[config.mk]
export PLATFORM = sky130hd
export DESIGN_NAME = bit_counter_param_flat
export DESIGN_NICKNAME = d
export VERILOG_FILES = /design/src/rtl/bit_counter_param_pkg.sv /design/src/rtl/bit_counter_param_if.sv /design/src/rtl/bit_counter_param_popcount_chunk.sv /design/src/rtl/bit_counter_param.sv /design/src/flat_wrapper.sv
export SDC_FILE = /design/constraint.sdc
export NUM_CORES = 1
export LEC_CHECK = 0
export CORE_MARGIN = 2
export CORE_UTILIZATION = 35
export DETAILED_ROUTE_END_ITERATION = 12
export DONT_BUFFER_PORTS = 1
export GPL_TIMING_DRIVEN = 0
export PLACE_DENSITY = 0.58
export SETUP_SLACK_MARGIN = 0.15
export SYNTH_ARGS = -nofsm -noshare
export SYNTH_HDL_FRONTEND = slang
export SYNTH_SLANG_ARGS = --single-unit
[constraint.sdc]
create_clock -name i_clk -period 4.5 [get_ports i_clk]
set_clock_uncertainty 0.1 [all_clocks]
set_input_delay 0.675 -clock i_clk [delete_from_list [all_inputs] [get_ports i_clk]]
set_output_delay 0.675 -clock i_clk [all_outputs]
set_load 0.02 [all_outputs]
[src/rtl/bit_counter_param_pkg.sv]
// Shared definitions for the parametrised population counter.
//   state_e : FSM encoding (ST_IDLE, ST_RUN, ST_DONE)
//   clog2   : ceiling log2, usable in constant expressions (clog2(1) = 0)
package bit_counter_param_pkg;

    typedef enum logic [1:0] {
        ST_IDLE = 2'd0,
        ST_RUN  = 2'd1,
        ST_DONE = 2'd2
    } state_e;

    function automatic int unsigned clog2(input int unsigned value);
        int unsigned result;
        result = 0;
        while ((64'd1 << result) < 64'(value)) begin
            result = result + 1;
        end
        return result;
    endfunction

endpackage

[src/rtl/bit_counter_param_if.sv]
// Request/result bundle of the population counter.
//   i_start  : start request
//   i_data   : word to count (DATA_W bits)
//   i_mode   : 0 = count ones, 1 = count zeros
//   i_abort  : cancel a count in progress / suppress a start
//   o_busy   : counter is running
//   o_done   : one-cycle completion pulse, o_sum valid alongside
//   o_sum    : last completed count (SUM_W bits)
// master drives the requests and observes results; slave is the counter.
interface bit_counter_param_if #(
    parameter int unsigned DATA_W = 8
);
    import bit_counter_param_pkg::*;

    localparam int unsigned SUM_W = clog2(DATA_W + 1);

    logic              i_start;
    logic [DATA_W-1:0] i_data;
    logic              i_mode;
    logic              i_abort;
    logic              o_busy;
    logic              o_done;
    logic [SUM_W-1:0]  o_sum;

    modport master (
        output i_start,
        output i_data,
        output i_mode,
        output i_abort,
        input  o_busy,
        input  o_done,
        input  o_sum
    );

    modport slave (
        input  i_start,
        input  i_data,
        input  i_mode,
        input  i_abort,
        output o_busy,
        output o_done,
        output o_sum
    );

endinterface

[src/rtl/bit_counter_param_popcount_chunk.sv]
// Combinational popcount of a W-bit slice.
//   bits_i  : slice to count (W bits)
//   count_o : number of ones in bits_i (clog2(W+1) bits)
module bit_counter_param_popcount_chunk
    import bit_counter_param_pkg::*;
#(
    parameter  int unsigned W     = 1,
    localparam int unsigned OUT_W = clog2(W + 1)
) (
    input  logic [W-1:0]     bits_i,
    output logic [OUT_W-1:0] count_o
);

    always_comb begin
        count_o = '0;
        for (int i = 0; i < int'(W); i++) begin
            count_o = count_o + OUT_W'(bits_i[i]);
        end
    end

endmodule

[src/rtl/bit_counter_param.sv]
// Sequential population counter. A DATA_W-bit word is captured on an accepted
// start (inverted first when counting zeros) and consumed BITS_PER_CYC bits per
// clock; the finished count is published on o_sum with a one-cycle o_done.
//   i_clk : clock, rising edge
//   i_rst : asynchronous active-high reset
//   bus   : slave side of bit_counter_param_if (start/data/mode/abort in,
//           busy/done/sum out)
// Parameters:
//   DATA_W       : word width, >= 2
//   BITS_PER_CYC : bits consumed per RUN cycle, must divide DATA_W
//   EARLY_EXIT   : 1 = finish once all unconsumed bits are zero
module bit_counter_param
    import bit_counter_param_pkg::*;
#(
    parameter int unsigned DATA_W       = 8,
    parameter int unsigned BITS_PER_CYC = 1,
    parameter int unsigned EARLY_EXIT   = 0
) (
    input  logic               i_clk,
    input  logic               i_rst,
    bit_counter_param_if.slave bus
);

    localparam int unsigned SUM_W   = clog2(DATA_W + 1);
    localparam int unsigned STEPS   = DATA_W / BITS_PER_CYC;
    localparam int unsigned CNT_W   = clog2(STEPS + 1);
    localparam int unsigned CHUNK_W = clog2(BITS_PER_CYC + 1);

    state_e              state_q, state_d;
    logic [DATA_W-1:0]   shreg_q, shreg_d;
    logic [SUM_W-1:0]    acc_q, acc_d;
    logic [CNT_W-1:0]    cnt_q, cnt_d;
    logic [SUM_W-1:0]    sum_q, sum_d;
    logic                busy_q, busy_d;
    logic                done_q, done_d;

    logic [CHUNK_W-1:0]  chunk_cnt;
    logic [SUM_W-1:0]    acc_next;
    logic [DATA_W-1:0]   shreg_shifted;
    logic                last_step;

    bit_counter_param_popcount_chunk #(
        .W (BITS_PER_CYC)
    ) u_popcount (
        .bits_i  (shreg_q[BITS_PER_CYC-1:0]),
        .count_o (chunk_cnt)
    );

    // The accumulator is wide enough for DATA_W, so the add cannot wrap.
    assign acc_next      = acc_q + SUM_W'(chunk_cnt);
    assign shreg_shifted = shreg_q >> BITS_PER_CYC;
    assign last_step     = (cnt_q == CNT_W'(STEPS - 1)) ||
                           ((EARLY_EXIT != 0) && (shreg_shifted == '0));

    always_comb begin
        state_d = state_q;
        shreg_d = shreg_q;
        acc_d   = acc_q;
        cnt_d   = cnt_q;
        sum_d   = sum_q;

        unique case (state_q)
            ST_IDLE, ST_DONE: begin
                // Abort has priority over start; DONE always drops back to IDLE.
                if (bus.i_start && !bus.i_abort) begin
                    shreg_d = bus.i_mode ? ~bus.i_data : bus.i_data;
                    acc_d   = '0;
                    cnt_d   = '0;
                    state_d = ST_RUN;
                end else begin
                    state_d = ST_IDLE;
                end
            end
            ST_RUN: begin
                if (bus.i_abort) begin
                    // o_sum is left untouched so the previous result survives.
                    state_d = ST_IDLE;
                end else begin
                    acc_d   = acc_next;
                    shreg_d = shreg_shifted;
                    cnt_d   = cnt_q + CNT_W'(1);
                    if (last_step) begin
                        sum_d   = acc_next;
                        state_d = ST_DONE;
                    end
                end
            end
            default: begin
                state_d = ST_IDLE;
            end
        endcase

        // Status flags are registered from the next state so they never glitch
        // on multi-bit state transitions.
        busy_d = (state_d == ST_RUN);
        done_d = (state_d == ST_DONE);
    end

    always_ff @(posedge i_clk or posedge i_rst) begin
        if (i_rst) begin
            state_q <= ST_IDLE;
            shreg_q <= '0;
            acc_q   <= '0;
            cnt_q   <= '0;
            sum_q   <= '0;
            busy_q  <= 1'b0;
            done_q  <= 1'b0;
        end else begin
            state_q <= state_d;
            shreg_q <= shreg_d;
            acc_q   <= acc_d;
            cnt_q   <= cnt_d;
            sum_q   <= sum_d;
            busy_q  <= busy_d;
            done_q  <= done_d;
        end
    end

    assign bus.o_busy = busy_q;
    assign bus.o_done = done_q;
    assign bus.o_sum  = sum_q;

endmodule

[src/flat_wrapper.sv]
// flat-port wrapper written by rule: the top's interface ports become plain ports
module bit_counter_param_flat import bit_counter_param_pkg::*;
#(
    parameter int unsigned DATA_W       = 8,
    parameter int unsigned BITS_PER_CYC = 1,
    parameter int unsigned EARLY_EXIT   = 0
)
  (i_clk, i_rst, bus_i_start, bus_i_data, bus_i_mode, bus_i_abort, bus_o_busy, bus_o_done, bus_o_sum);
  bit_counter_param_if #(.DATA_W(DATA_W)) bus_i ();
  input  logic i_clk;
  input  logic i_rst;
  input wire logic [$bits(bus_i.i_start)-1:0] bus_i_start;
  input wire logic [$bits(bus_i.i_data)-1:0] bus_i_data;
  input wire logic [$bits(bus_i.i_mode)-1:0] bus_i_mode;
  input wire logic [$bits(bus_i.i_abort)-1:0] bus_i_abort;
  output wire logic [$bits(bus_i.o_busy)-1:0] bus_o_busy;
  output wire logic [$bits(bus_i.o_done)-1:0] bus_o_done;
  output wire logic [$bits(bus_i.o_sum)-1:0] bus_o_sum;
  assign bus_i.i_start = bus_i_start;
  assign bus_i.i_data = bus_i_data;
  assign bus_i.i_mode = bus_i_mode;
  assign bus_i.i_abort = bus_i_abort;
  assign bus_o_busy = bus_i.o_busy;
  assign bus_o_done = bus_i.o_done;
  assign bus_o_sum = bus_i.o_sum;
  bit_counter_param #(.DATA_W(DATA_W), .BITS_PER_CYC(BITS_PER_CYC), .EARLY_EXIT(EARLY_EXIT)) u_core (.i_clk(i_clk), .i_rst(i_rst), .bus(bus_i));
endmodule
==> results.sh <==
export IMPL_fin_tns_setup_ns=0
export IMPL_post_synth_inst_count=102
export IMPL_yosys_warnings=0
export IMPL_crit_slowest_cell="dfrtp_1"
export IMPL_die_height_um=62.1
export IMPL_synth_largest_type_area_fraction_pct=50.9
export IMPL_power_density_normalized_to_cell_area_nw_per_um2=373
export IMPL_synth_top_family_by_area="simple AND/OR/NAND/NOR gates"
export IMPL_synth_seq_area_share_pct=50.9
export IMPL_cts_made_buffers=3
export IMPL_holdCritPathClass="primary input to async pin"
export IMPL_grt_pass1_vias=776
export IMPL_cts_root_buffer_cell="clkbuf_4"
export IMPL_clockBufferDepth=2
export IMPL_drv_max_cap_violation_count=0
export IMPL_slew_viol_final=0
export IMPL_antennaDiodeCount=0
export IMPL_synth_largest_area_cell="dfrtp_1"
export IMPL_ant_nets=0
export IMPL_holdBufCountCts=0
export IMPL_crit_type="flip-flop to flip-flop"
export IMPL_area_growth_synth_to_final_pct=7.95
export IMPL_wire_per_inst_um=13.6
export IMPL_period_share_pct=38.3
export IMPL_die_width_um=62.1
export IMPL_final_layout_size_suffix_gt1_share_pct=13.2
export IMPL_clock_insertion_delay_worst_skew_ns=0.31
export IMPL_rsz0062_at_grt="no"
export IMPL_synth_adder_area_share_pct=3.18
export IMPL_floorplan_rows=21
export IMPL_clock_tree_from_tritoncts="done"
export IMPL_cts_sinks=24
export IMPL_ys_flop_type="dfrtp_1"
export IMPL_endpoint_of_the_worst_slack_reg_to_reg_timing_path="u_core.shreg_q[5]"
export IMPL_minimum_setup_slack_among_reg_to_reg_paths_ns=2.78
export IMPL_rr_startpoint="u_core.state_q[0]"
export IMPL_postSynthNetCount=118
export IMPL_route_final_wire_length_um=2070
export IMPL_status="finished clean"
export IMPL_fmaxAchievable_ghz=0.581
export IMPL_num_vias=769
export IMPL_setup_violations_final=0
export IMPL_number_of_iterations_in_the_first_detailed_routing_pass=3
export IMPL_i_o_pin_count=19
export IMPL_post_place_ws_ns=2.50
export IMPL_crit_path_dat_ns=1.86
export IMPL_ir_drop_uv=129
export IMPL_slew_limit_headroom_pct=38.7
export IMPL_worst_r2r_path_depth=5
export IMPL_max_slew_worst_pin_slew_ns=0.919
export IMPL_share_of_synthesized_registers_carrying_an_async_set_or_reset_pct=100
export IMPL_synth_xor_area_share_pct=7.42
export IMPL_clk_pin_slew_worst_paths_ns=0.13
export IMPL_timing_hold_violations_final=0
export IMPL_cell_breakdown_of_the_critical_path="or3b_1 -> clkbuf_1 -> and2_4 -> buf_2 -> o21ai_0"
export IMPL_number_of_enable_flip_flop_cells_after_synthesis=0
export IMPL_timing_critical_path_to_type="flip-flop"
export IMPL_grt_antenna_before_repair=0
export IMPL_initial_core_util_pct=35.9
export IMPL_count_leader_synth="dfrtp_1"
export IMPL_synth_simple_area_share_pct=13.4
export IMPL_yosysUniqueCellTypes=28
export IMPL_core_box_area_um2=3280
export IMPL_post_route_cell_area_um2=1270
export IMPL_cts_resized=0
export IMPL_detailedRoute_firstIterationViolations=12
export IMPL_placed_cell_area_um2=1240
export IMPL_groute_usage_overall_pct=12.8
export IMPL_final_fill_count=339
export IMPL_gpl_final_weighted_congestion=0.699
export IMPL_seq_area_um2=601
export IMPL_synth_top_cells_by_count="24 x dfrtp_1, 10 x nand3_1, 9 x o21ai_0"
export IMPL_critical_path_top_delay_family="simple AND/OR/NAND/NOR gates"
export IMPL_finish_net_count=123
export IMPL_grt_pass1_wl_um=3510
export IMPL_postCtsSetupRepairBufs=0
export IMPL_yosys_mux_area_fraction_pct=9.76
export IMPL_port_buffers=0
export IMPL_hpwlAfterDp_um=1520
export IMPL_multi_input_comb_area_um2=539
export IMPL_die_outline_area_um2=3850
export IMPL_synth_area_per_cell_um2=11.6
export IMPL_drc=0
export IMPL_p_leak_nw=0.634
export IMPL_min_period_ns=1.72
export IMPL_slowest_delay_ns=0.41
export IMPL_via_count_normalized_by_instance_count=5.06
export IMPL_largest_net_degree_at_the_start_of_global_routing=25
export IMPL_timing_critical_path_fanout_max=10
export IMPL_required_time_of_the_worst_setup_path_ns=4.63
export IMPL_critical_path_buf_inv_count=2
export IMPL_cts_htree_levels=1
export IMPL_setup_slack_ns=2.78
export IMPL_grt_overflow_total=0
export IMPL_post_synth_main_area_contributors="dfrtp_1 51%, mux2i_1 5.9%, xor2_1 5.9%, nand3_1 4.2%, o21ai_0 3.8%"
export IMPL_synth_compound_area_share_pct=12.0
export IMPL_setup_worst_path_start_class="flip-flop"
export IMPL_yosys_register_bits=24
export IMPL_syn_area_um2=1180
per-stage QoR:
step	power [W]	hold slack, ns	utilization [%]	std cells
2_1_floorplan	0.000348	0.354	-	102
3_3_place_gp	0.000365	0.366	37.7	148
3_5_place_dp	0.000371	0.374	37.7	148
4_1_cts	0.000486	0.376	38.8	152
5_1_grt	0.000512	0.402	38.8	152
6_report	0.000476	0.342	38.8	152
kinds of logic after synthesis:
logic type | Yosys count
and+or+nand+nor | 24
DFF | 24
AOI/OAI and AO/OA | 22
muxes | 11
xor gates and xnor gates | 10
buffers and inverters | 8
adders and majority gates | 3
worst register-to-register path: cells and delay by family, from the launching register on:
kind                   cells  cell delay, ns
flip-flops                 1            0.41
AND/OR/NAND/NOR            2            0.59
AO/OA/AOI/OAI              1            0.18
buffers and inverters      2            0.37
state kept, by name, indices dropped and copies added, names as in the netlist:
name               flops
u_core.bus.o_done      1
u_core.bus.o_sum       4
u_core.shreg_q         8
u_core.cnt_q           4
u_core.bus.o_busy      1
u_core.state_q         2
u_core.acc_q           4
final cells by class:
class	instances	area share, %
Sequential cell	24	47.2
Buffer	7	2.85
Inverter	1	0.295
Clock buffer	4	2.85
Multi-Input combinational cell	70	42.3
Tap cell	46	4.52
worst max path at each step:
stage | from | endpoint | slack (ns) | cells past startpoint
floorplan | bus_i_abort | u_core.bus.o_sum[0] | 2.63 | 3
global placement | bus_i_abort | u_core.bus.o_sum[0] | 2.50 | 3
detailed placement | bus_i_abort | u_core.bus.o_sum[0] | 2.50 | 3
CTS | u_core.state_q[0] | u_core.shreg_q[5] | 2.76 | 5
global route | u_core.state_q[0] | u_core.shreg_q[0] | 2.62 | 5
finish | u_core.state_q[0] | u_core.shreg_q[5] | 2.78 | 5
cells in the final DEF (no fill, tap or decap):
| master | netlist | final |
|---|---|---|
| dfrtp_1 | 24 | 24 |
| nand3_1 | 10 | 10 |
| o21ai_0 | 9 | 9 |
| xor2_1 | 8 | 8 |
| mux2i_1 | 7 | 7 |
| nor3b_1 | 5 | 5 |
| a21o_1 | 5 | 5 |
| clkbuf_1 | 4 | 4 |
| mux2_2 | 4 | 4 |
| o2bb2ai_1 | 3 | 3 |
| ha_1 | 3 | 3 |
| clkbuf_4 | 0 | 3 |
| buf_2 | 2 | 2 |
| a21oi_1 | 2 | 2 |
| xnor2_1 | 2 | 2 |
| or3b_4 | 1 | 1 |
| buf_6 | 1 | 1 |
| or3b_1 | 1 | 1 |
| o211ai_1 | 1 | 1 |
| o31ai_1 | 1 | 1 |
| and2_4 | 1 | 1 |
| nand2b_1 | 1 | 1 |
| nand2_1 | 1 | 1 |
| nor3_4 | 1 | 1 |
| nor2_1 | 1 | 1 |
| nor3_1 | 1 | 1 |
| inv_1 | 1 | 1 |
| or3_1 | 1 | 1 |
| a21boi_1 | 1 | 1 |
| clkbuf_8 | 0 | 1 |
routing by layer:
metal | up-vias | routed length, um | GRT usage, %
li1 | 372 | - | -
met2 | 12 | 1010 | 20.2
met5 | - | 0 | 0
met1 | 383 | 963 | 16.8
met4 | 0 | 15 | 5.47
met3 | 2 | 75 | 2.69
power by group:
group / internal, W / switching (W)
Clock: 0.0000494 / 0.0000620
Combinational: 0.0000452 / 0.0000460
Sequential: 0.000250 / 0.0000234
Total: 0.000344 / 0.000131
Note: power is estimated with default switching activity, not from simulation.
